### src/rtl/debounce_pkg.sv
// Shared types and defaults for the input debouncer and its synchroniser.
package debounce_pkg;

    typedef enum logic [1:0] {
        IDLE_LOW  = 2'd0,
        WAIT_HIGH = 2'd1,
        IDLE_HIGH = 2'd2,
        WAIT_LOW  = 2'd3
    } state_t;

    localparam int DEF_STABLE_CYCLES = 4;
    localparam int DEF_CNT_WIDTH     = 8;

endpackage

### src/rtl/sync_2ff.sv
// Two-flop synchroniser for a single asynchronous bit.
// Latency: 2 cycles from d to q.
// Backpressure: none, free-running.
module sync_2ff (
    input  logic clk,
    input  logic reset,
    input  logic d,
    output logic q
);

    logic s1;

    always_ff @(posedge clk) begin
        if (reset) begin
            s1 <= 1'b0;
            q  <= 1'b0;
        end else begin
            s1 <= d;
            q  <= s1;
        end
    end

endmodule

### src/rtl/input_debouncer.sv
// Debounces a noisy async input into a clean level with one-cycle rise/fall pulses.
// Latency: STABLE_CYCLES+3 edges from first stable raw sample to clean/pulse.
// Backpressure: none; glitches of STABLE_CYCLES sampled edges or fewer are dropped.
module input_debouncer
    import debounce_pkg::*;
#(
    parameter int STABLE_CYCLES = DEF_STABLE_CYCLES,
    parameter int CNT_WIDTH     = DEF_CNT_WIDTH
) (
    input  logic clk,
    input  logic reset,
    input  logic raw,
    output logic clean,
    output logic rise,
    output logic fall,
    output logic busy
);

    localparam logic [CNT_WIDTH-1:0] STABLE_MAX = CNT_WIDTH'(STABLE_CYCLES);
    localparam logic [CNT_WIDTH-1:0] CNT_ONE    = CNT_WIDTH'(1);

    logic                 s2;
    state_t               state, state_nxt;
    logic [CNT_WIDTH-1:0] cnt, cnt_nxt;
    logic                 clean_nxt, rise_nxt, fall_nxt;

    sync_2ff u_sync (
        .clk   (clk),
        .reset (reset),
        .d     (raw),
        .q     (s2)
    );

    always_comb begin
        state_nxt = state;
        cnt_nxt   = cnt;
        clean_nxt = clean;
        rise_nxt  = 1'b0;
        fall_nxt  = 1'b0;
        case (state)
            IDLE_LOW: begin
                if (s2) begin
                    state_nxt = WAIT_HIGH;
                    cnt_nxt   = CNT_ONE;
                end
            end
            WAIT_HIGH: begin
                if (!s2) begin
                    state_nxt = IDLE_LOW;
                    cnt_nxt   = '0;
                end else if (cnt < STABLE_MAX) begin
                    cnt_nxt = cnt + CNT_ONE;
                end else begin
                    state_nxt = IDLE_HIGH;
                    clean_nxt = 1'b1;
                    rise_nxt  = 1'b1;
                    cnt_nxt   = '0;
                end
            end
            IDLE_HIGH: begin
                if (!s2) begin
                    state_nxt = WAIT_LOW;
                    cnt_nxt   = CNT_ONE;
                end
            end
            WAIT_LOW: begin
                if (s2) begin
                    state_nxt = IDLE_HIGH;
                    cnt_nxt   = '0;
                end else if (cnt < STABLE_MAX) begin
                    cnt_nxt = cnt + CNT_ONE;
                end else begin
                    state_nxt = IDLE_LOW;
                    clean_nxt = 1'b0;
                    fall_nxt  = 1'b1;
                    cnt_nxt   = '0;
                end
            end
            default: begin
                state_nxt = IDLE_LOW;
                cnt_nxt   = '0;
            end
        endcase
    end

    // Reset drops clean directly, so no fall pulse is produced by it.
    always_ff @(posedge clk) begin
        if (reset) begin
            state <= IDLE_LOW;
            cnt   <= '0;
            clean <= 1'b0;
            rise  <= 1'b0;
            fall  <= 1'b0;
        end else begin
            state <= state_nxt;
            cnt   <= cnt_nxt;
            clean <= clean_nxt;
            rise  <= rise_nxt;
            fall  <= fall_nxt;
        end
    end

    assign busy = (state == WAIT_HIGH) || (state == WAIT_LOW);

endmodule

### config.mk
export PLATFORM = sky130hd
export DESIGN_NAME = input_debouncer
export DESIGN_NICKNAME = d
export VERILOG_FILES = /design/src/rtl/debounce_pkg.sv /design/src/rtl/sync_2ff.sv /design/src/rtl/input_debouncer.sv
export SDC_FILE = /design/constraint.sdc
export NUM_CORES = 1
export LEC_CHECK = 0
export BUFFER_PORTS_ARGS = -buffer_cell sky130_fd_sc_hd__buf_2
export CAP_MARGIN = 40
export CORE_MARGIN = 2
export CORE_UTILIZATION = 45
export CTS_CLUSTER_SIZE = 8
export DETAILED_ROUTE_END_ITERATION = 8
export HOLD_SLACK_MARGIN = 0.08
export SLEW_MARGIN = 20
export SYNTH_ARGS = -nofsm -noshare
export SYNTH_HDL_FRONTEND = slang
export SYNTH_HIERARCHICAL = 1
export SYNTH_SLANG_ARGS = --single-unit
### constraint.sdc
create_clock -name clk -period 3.7 [get_ports clk]
set_input_delay 0.37 -clock clk [delete_from_list [all_inputs] [get_ports clk]]
set_output_delay 0.37 -clock clk [all_outputs]
set_load 0.05 [all_outputs]
# [Yosys cells after proc, flatten, opt, wreduce, memory -nomap -nowiden]
# Cells that the tools add are included.
[word_totals] register_bits=15 inputBits=3 output_inout_bits=4 elab_cells=50
[op_classes] n_addsub=1 n_lt_le_gt_ge=1 n_eq_ne=11 mux=19 bitwise=3 n_reduce_logical=8
[op_table] op="$mux 8" n=5
[op_table] op="$pmux 8 s4" n=1
[op_table] op="$mux 2" n=6
[op_table] op="$add 8x1->8 const B" n=1
[op_table] op="$lt 8x3->1 const B" n=1
[op_table] op="$ne 2x2->1 const B" n=4
[op_table] op="$pmux 2 s4" n=1
[op_table] op="$reduce_or 3->1" n=2
[op_table] op="$mux 1" n=5
[op_table] op="$reduce_and 5->1" n=1
[op_table] op="$eq 2x2->1 const B" n=2
[op_table] op="$ne 2x1->1 const B" n=2
[op_table] op="$reduce_and 4->1" n=1
[op_table] op="$ne 3x2->1 const B" n=1
[op_table] op="$ne 3x3->1 const B" n=1
[op_table] op="$not 1->1" n=3
[op_table] op="$eq 2x1->1 const B" n=1
[op_table] op="$logic_not 2->1" n=1
[op_table] op="$pmux 1 s2" n=1
[op_table] op="$reduce_and 2->1" n=1
[op_table] op="$reduce_bool 2->1" n=1
[op_table] op="$logic_or 1x1->1" n=1

# [Longest topological paths before layout]
# Gate-level depths: netlist of run 1.
[depth] word_depth=4 depth_mapped=4 depth_no_buf=4

# [Cells and area by module]
# The synthesis of run 1 kept the hierarchy.
[modules_own_cells] module="input_debouncer" n_inst=1 cells_per_inst=52 area_each_um2=539.3 seq_area_each_um2=260.2
[modules_own_cells] module="sync_2ff" n_inst=1 cells_per_inst=4 area_each_um2=52.6 seq_area_each_um2=40.0

# [Least setup slack after synthesis of run 1]
# Ideal clock, no wire load.
[synth_timing] path_kind="flip-flop to output port" from="reg state[0]" to="out busy" t_arrival_ns=0.919 required_time_ns=3.330 slack_ns=2.411 path_stages_with_launch=3 path_buffers=2 path_cell_list="dfxtp_1 buf_2 clkbuf_1"
[synth_via] elab_chain_cells=2 elab_cells_between_ends=3 cone_classes="eq/ne (2); reduce/logical (1)"
[synth_lines] element="from (decl)" line_no="input_debouncer.sv:23" source="state_t state, state_nxt;"
[synth_lines] element="from (signal assigned)" line_no="input_debouncer.sv:95" source="state <= state_nxt;"
[synth_lines] element="$eq 2x1->1 / $eq 2x2->1 (equally long branches)" line_no="input_debouncer.sv:103" source="assign busy = (state == WAIT_HIGH) || (state == WAIT_LOW);"
[synth_lines] element="$logic_or 1x1->1 *" line_no="input_debouncer.sv:103"
[synth_lines] element="to (decl)" line_no="input_debouncer.sv:16" source="output logic busy"
# Mark *: on every way between the ends. The rest lies on a longest branch, timed or not.

# [Worst setup path in the final report of run 1]
# Ends and elaborated chain as after synthesis.

==> flow_metrics.tcl, run 1 <==
set metrics [dict create \
    top_level_ports 7 \
    synth_top_flop_cell "dfxtp_1" \
    p_sw_mw 0.06985 \
    yosys_warnings 6 \
    placed_cells 74 \
    clk_latency_ns 0.28 \
    drive_above_1_share_pct 22.22 \
    ant_nets 0 \
    setup_slack_ns 2.207 \
    synth_area_leaders "dfxtp_1, and2_1, nand3b_1, nor4_4, nand2b_1" \
    grt_pass1_wl_um 1635 \
    critPathBufInv 1 \
    fmax_mhz 669.9 \
    placed_area_um2 628.1 \
    syn_to_final_growth_pct 11.20 \
    post-route-min-period_ns 1.493 \
    seq_area_frac_synth_pct 50.74 \
    root_buffer "clkbuf_4" \
    drv_cap 0 \
    cp_slowest_cell "dfxtp_1" \
    synth_edf_count 0 \
    start_util_pct 46.65 \
    syn-cell-area_um2 591.8 \
    route.vias.total 392 \
    pwr-share-clk_pct 32.9 \
    grt-ovfl-total 0 \
    cts_buffer_depth 2 \
    crit_family "flip-flops" \
    grt_max_degree 14 \
    die-area_um2 1621 \
    synth_common_cells "dfxtp_1, and2_1, nand2b_1, nand3b_1, nor2_1" \
    synth-seq-cells 15 \
    io_buffers 6 \
    drt-wirelength-per-cell_um 12.01 \
    skew_ns 0.003173 \
    diodes 0 \
    synth_top_area_cell "dfxtp_1" \
    ir_worst_vdd_mv 0.2161 \
    ys_async_sr_fraction_pct 0 \
    mappedNetlistNets 60 \
    setup.worst_path.class "flop to output port" \
    dr.pass1.iters 3 \
    viasPerCell 5.026 \
    finalCritPeriodShare_pct 40.34 \
    cp.arrival_ns 1.12 \
    rsz0062_at_grt "false" \
    synth.most_common_cell "dfxtp_1" \
    start_kind "flop" \
    seq_power_share_pct 59.4 \
    worst_pin_slew_ns 0.3929 \
    comb_power_share_pct 7.7 \
    p_int_mw 0.2137 \
    grt_pass1_vias 385 \
    status "complete, no violations" \
    syn_avg_cell_area_um2 10.57 \
    antenna_found_initial 0 \
    slew_headroom_pct 73.61 \
    nFillCells 126 \
    cts_buffers 3 \
    leakagePower_nw 0.2658 \
    hold_viol_final 0 \
    worstPathRequired_ns 3.33 \
    drc 0 \
    cts_tree "built" \
    syn_inst 56 \
    setup_viol 0 \
    hold_path_class "input port to flop" \
    finalSetupTns_ns 0 \
    grtUsageTotal_pct 15.65 \
    finalNetCount 68 \
    critical_path.max_stage_delay_ns 0.52 \
    die_w_um 40.27 \
    cts_resized 0 \
    gp_congestion 0.6795 \
    place_hpwl_um 657.7 \
    power_density_nw_per_um2 430.8 \
    h-tree-depth 1 \
    ys_types 25 \
    dieHeight_um 40.27 \
    worstSetupEndpointType "output port" \
    core_um2 1269 \
    cts.sinks 15 \
    stdcell_count 78 \
    drtIter0Drc 5 \
    path_cells "buf_2" \
    post_cts_buffers 0 \
    routed_wl_um 937 \
    cts.reportedPaths.clkPinSlew_ns 0.09 \
    slew_viol_final 0 \
    synth.top_cell.area_share_pct 50.74 \
    dp_slack_ns 2.332 \
    fp-row-count 13 \
    p_sw_share_pct 24.64 \
    hold_buffers 0 \
    critical_path.max_fanout 11 \
    design_area_um2 658.1 \
]
cell usage in the layout, fill, tap and decap left out, types with 2 or more instances in the layout:
master / n
dfxtp_1: 15
and2_1: 6
buf_2: 6
nor2_1: 3
nand3b_1: 3
nand2b_1: 3
clkbuf_4: 3
nor3_1: 2
nand4_1: 2
a21oi_1: 2
inv_1: 2
nor2b_1: 2
worst paths after layout:
| path | cells after the start | endpoint | startpoint | slack (ns) |
|---|---|---|---|---|
| worst min-delay path | 2 | u_sync/s1 | raw | 0.30 |
| worst max register to register | 3 | clean | cnt[7] | 2.30 |
| worst max-delay path | 1 | busy | state[0] | 2.21 |
| worst min register to register | 1 | u_sync/q | u_sync/s1 | 0.45 |
kinds of logic (layout without fill, tap and decap cells):
| family | after synthesis | in the layout | share of synthesized area (%) |
|---|---|---|---|
| AO/OA/AOI/OAI | 6 | 6 | 7.823 |
| XOR/XNOR | 2 | 2 | 2.960 |
| multiplexers | 1 | 1 | 1.691 |
| adder cells (fa/ha/maj) | 1 | 1 | 2.114 |
| AND/OR/NAND/NOR | 26 | 26 | 31.29 |
| buffers and inverters | 5 | 12 | 3.383 |
| flip-flops | 15 | 15 | 50.74 |
flip-flops by register name, summed over array words and instances, names as in the netlist, named ones only:
register and count:
u_sync/q 1, cnt 8, clean 1, fall 1, u_sync/s1 1, rise 1
state 1
routing by layer:
metal | global-route usage [%] | routed length [um]
met1 | 19.19 | 468
met2 | 24.60 | 447
met4 | 10.00 | 0
met5 | 0 | 0
met3 | 3.333 | 20
metrics by stage:
stage	total power, mW	utilization [%]	hold WS [ns]
finish	0.2835	51.87	0.2964
global route	0.3004	51.87	0.3066
CTS	0.2893	51.87	0.2927
detailed placement	0.1943	49.51	0.4251
global placement	0.1944	49.51	0.4170
floorplan	0.1890	-	0.4138
worst register-to-register path, stage by stage, from the launching register on:
cell      delay (ns)
dfxtp_1         0.34
nor4_4          0.43
a211oi_2        0.13
or3_1           0.38
power groups by stage:
stage          Sequential [mW]  Combinational [mW]  Clock (mW)
4_1_cts                  0.168              0.0222      0.0987
3_5_place_dp             0.172              0.0220           0
2_1_floorplan            0.178              0.0112           0
6_report                 0.168              0.0219      0.0933
3_3_place_gp             0.172              0.0221           0
5_1_grt                  0.169              0.0242       0.107
final cells by class:
cell class                 instances  area, um2  area share, %
clock buffer                       3      22.52          3.422
clock inverter                     1      7.507          1.141
inverter                           2      7.507          1.141
multi-input combinational         36      271.5          41.25
sequential                        15      300.3          45.63
tap                               15      18.77          2.852
timing repair buffer               6      30.03          4.563
Power figures use the tool's default switching activity.
==> inputs of run 2 (changes only) <==
==> constraint.sdc (replaced) <==
create_clock -name clk -period 1.5 [get_ports clk]
set_input_delay 0.15 -clock clk [delete_from_list [all_inputs] [get_ports clk]]
set_output_delay 0.15 -clock clk [all_outputs]
set_load 0.05 [all_outputs]
==> flow_metrics.tcl, run 2 (same netlist as run 1, synthesis figures left out) <==
set metrics [dict create \
    comb_power_share_pct 8.4 \
    dieHeight_um 40.27 \
    final_cell_mix "dfxtp_1, and2_1, buf_2" \
    nFillCells 124 \
    cp_slowest_cell "or3_1" \
    diodes 0 \
    viasPerCell 5.173 \
    grt_pass1_vias 372 \
    hold_path_class "input port to flop" \
    grt_max_degree 14 \
    antenna_found_initial 0 \
    p_sw_share_pct 24.28 \
    r2r-end "clean" \
    critical_path.max_fanout 4 \
    power_density_nw_per_um2 1023 \
    skew_ns 0.002900 \
    fp-row-count 13 \
    min_from "reset" \
    drv_cap 0 \
    top_level_ports 7 \
    setup_slack_ns 0.1776 \
    die_w_um 40.27 \
    placed_area_um2 643.1 \
    hold_path_depth 2 \
    largest_reg_flops 8 \
    fmax_mhz 756.2 \
    core_um2 1269 \
    final_common_cell "dfxtp_1" \
    finalCritPeriodShare_pct 88.16 \
    ir_worst_vdd_mv 0.5623 \
    largest_register "cnt" \
    seq_power_share_pct 59.4 \
    drtIter0Drc 5 \
    pwr-share-clk_pct 32.2 \
    hold_viol_final 0 \
    setup_viol 0 \
    root_buffer "clkbuf_4" \
    cp.arrival_ns 1.49 \
    rr_startpoint "cnt[7]" \
    cts.sinks 15 \
    route.vias.total 419 \
    slew_headroom_pct 72.56 \
    finalSetupTns_ns 0 \
    cts_buffer_depth 2 \
    clk_latency_ns 0.28 \
    die-area_um2 1621 \
    cts_buffers 3 \
    p_int_mw 0.5274 \
    grtUsageTotal_pct 16.78 \
    post_cts_buffers 0 \
    syn_to_final_growth_pct 15.01 \
    path_cells "nor4_4 -> a211oi_2 -> or3_1" \
    drc 0 \
    gp_congestion 0.6996 \
    worst_pin_slew_ns 0.4101 \
    worstPathRequired_ns 1.67 \
    critical_path.max_stage_delay_ns 0.38 \
    grt_pass1_wl_um 1628 \
    io_buffers 6 \
    drt-wirelength-per-cell_um 11.98 \
    drive_above_1_share_pct 24.24 \
    start_util_pct 46.65 \
    leakagePower_nw 0.2833 \
    setup.worst_path.class "flop to flop" \
    slew_viol_final 0 \
    finalNetCount 71 \
    worstSetupEndpointType "flop" \
    rr_worst_depth 3 \
    cts_tree "built" \
    start_kind "flop" \
    startpoint "cnt[7]" \
    dr.pass1.iters 3 \
    cts.reportedPaths.clkPinSlew_ns 0.09 \
    report.power.total_mw 0.6965 \
    h-tree-depth 1 \
    routed_wl_um 970 \
    p_sw_mw 0.1691 \
    status "complete, no violations" \
    holdWs_ns 0.1779 \
    grt-ovfl-total 0 \
    place_hpwl_um 674.3 \
    holdPathEnd "cnt[2]" \
    dp_slack_ns 0.1865 \
    post-route-min-period_ns 1.322 \
    design_area_um2 680.7 \
    rsz0062_at_grt "false" \
    ant_nets 0 \
    worst-r2r-setup-slack_ns 0.18 \
]
run 2: cell types whose count changed in the layout (fill, tap and decap cells not counted), sizes merged:
cell / change
buf: +2
clkinv: +1
clkinvlp: -1
dlygate4sd3: +1
run 2: area by class of cell:
type / instances / area (um2) / area share (%)
clock buffers: 3 / 22.52 / 3.309
inverters: 2 / 7.507 / 1.103
repair buffers: 9 / 55.05 / 8.088
multi-input cells: 36 / 271.5 / 39.89
clock inverters: 1 / 5.005 / 0.7353
well taps: 15 / 18.77 / 2.757
flip-flops and latches: 15 / 300.3 / 44.12
run 2: worst max path at each step:
stage	to	slack (ns)
after floorplan	clean	0.23
after detailed placement	clean	0.19
after CTS	clean	0.17
after global placement	clean	0.19
after global routing	clean	0.13
final	clean	0.18
run 2: critical path: cells and delay by family, from the launching register on:
kind	cells	cell delay [ns]
AOI/OAI and AO/OA	1	0.13
DFF	1	0.34
and+or+nand+nor	2	0.74
run 2: power by group through the flow:
| stage | logic (mW) | clock network, mW | registers (mW) |
|---|---|---|---|
| 2_1_floorplan | 0.0276 | 0 | 0.438 |
| 3_3_place_gp | 0.0572 | 0 | 0.424 |
| 3_5_place_dp | 0.0565 | 0 | 0.423 |
| 4_1_cts | 0.0587 | 0.239 | 0.414 |
| 5_1_grt | 0.0627 | 0.261 | 0.416 |
| 6_report | 0.0582 | 0.224 | 0.414 |
run 2: metal layers:
| layer | routed length [um] | share of wire [%] | GRT usage (%) | vias up |
|---|---|---|---|---|
| li1 | - | - | - | 214 |
| met1 | 468 | 48 | 19.13 | 196 |
| met2 | 443 | 46 | 22.58 | 5 |
| met3 | 20 | 2.1 | 6.667 | 4 |
| met4 | 38 | 3.9 | 17.50 | 0 |
| met5 | 0 | 0 | 0 | - |
run 2: metrics by stage:
step / utilization (%) / std cells
after detailed placement: 50.69 / 76
after global placement: 50.69 / 76
after floorplan: - / 56
after global routing: 53.65 / 81
after CTS: 53.65 / 81
final: 53.65 / 81
run 2: what timing repair did:
item                      in CTS  in global routing
hold buffers                   1                  0
gates resized for setup        0                  0
hold endpoints to repair       1                  0
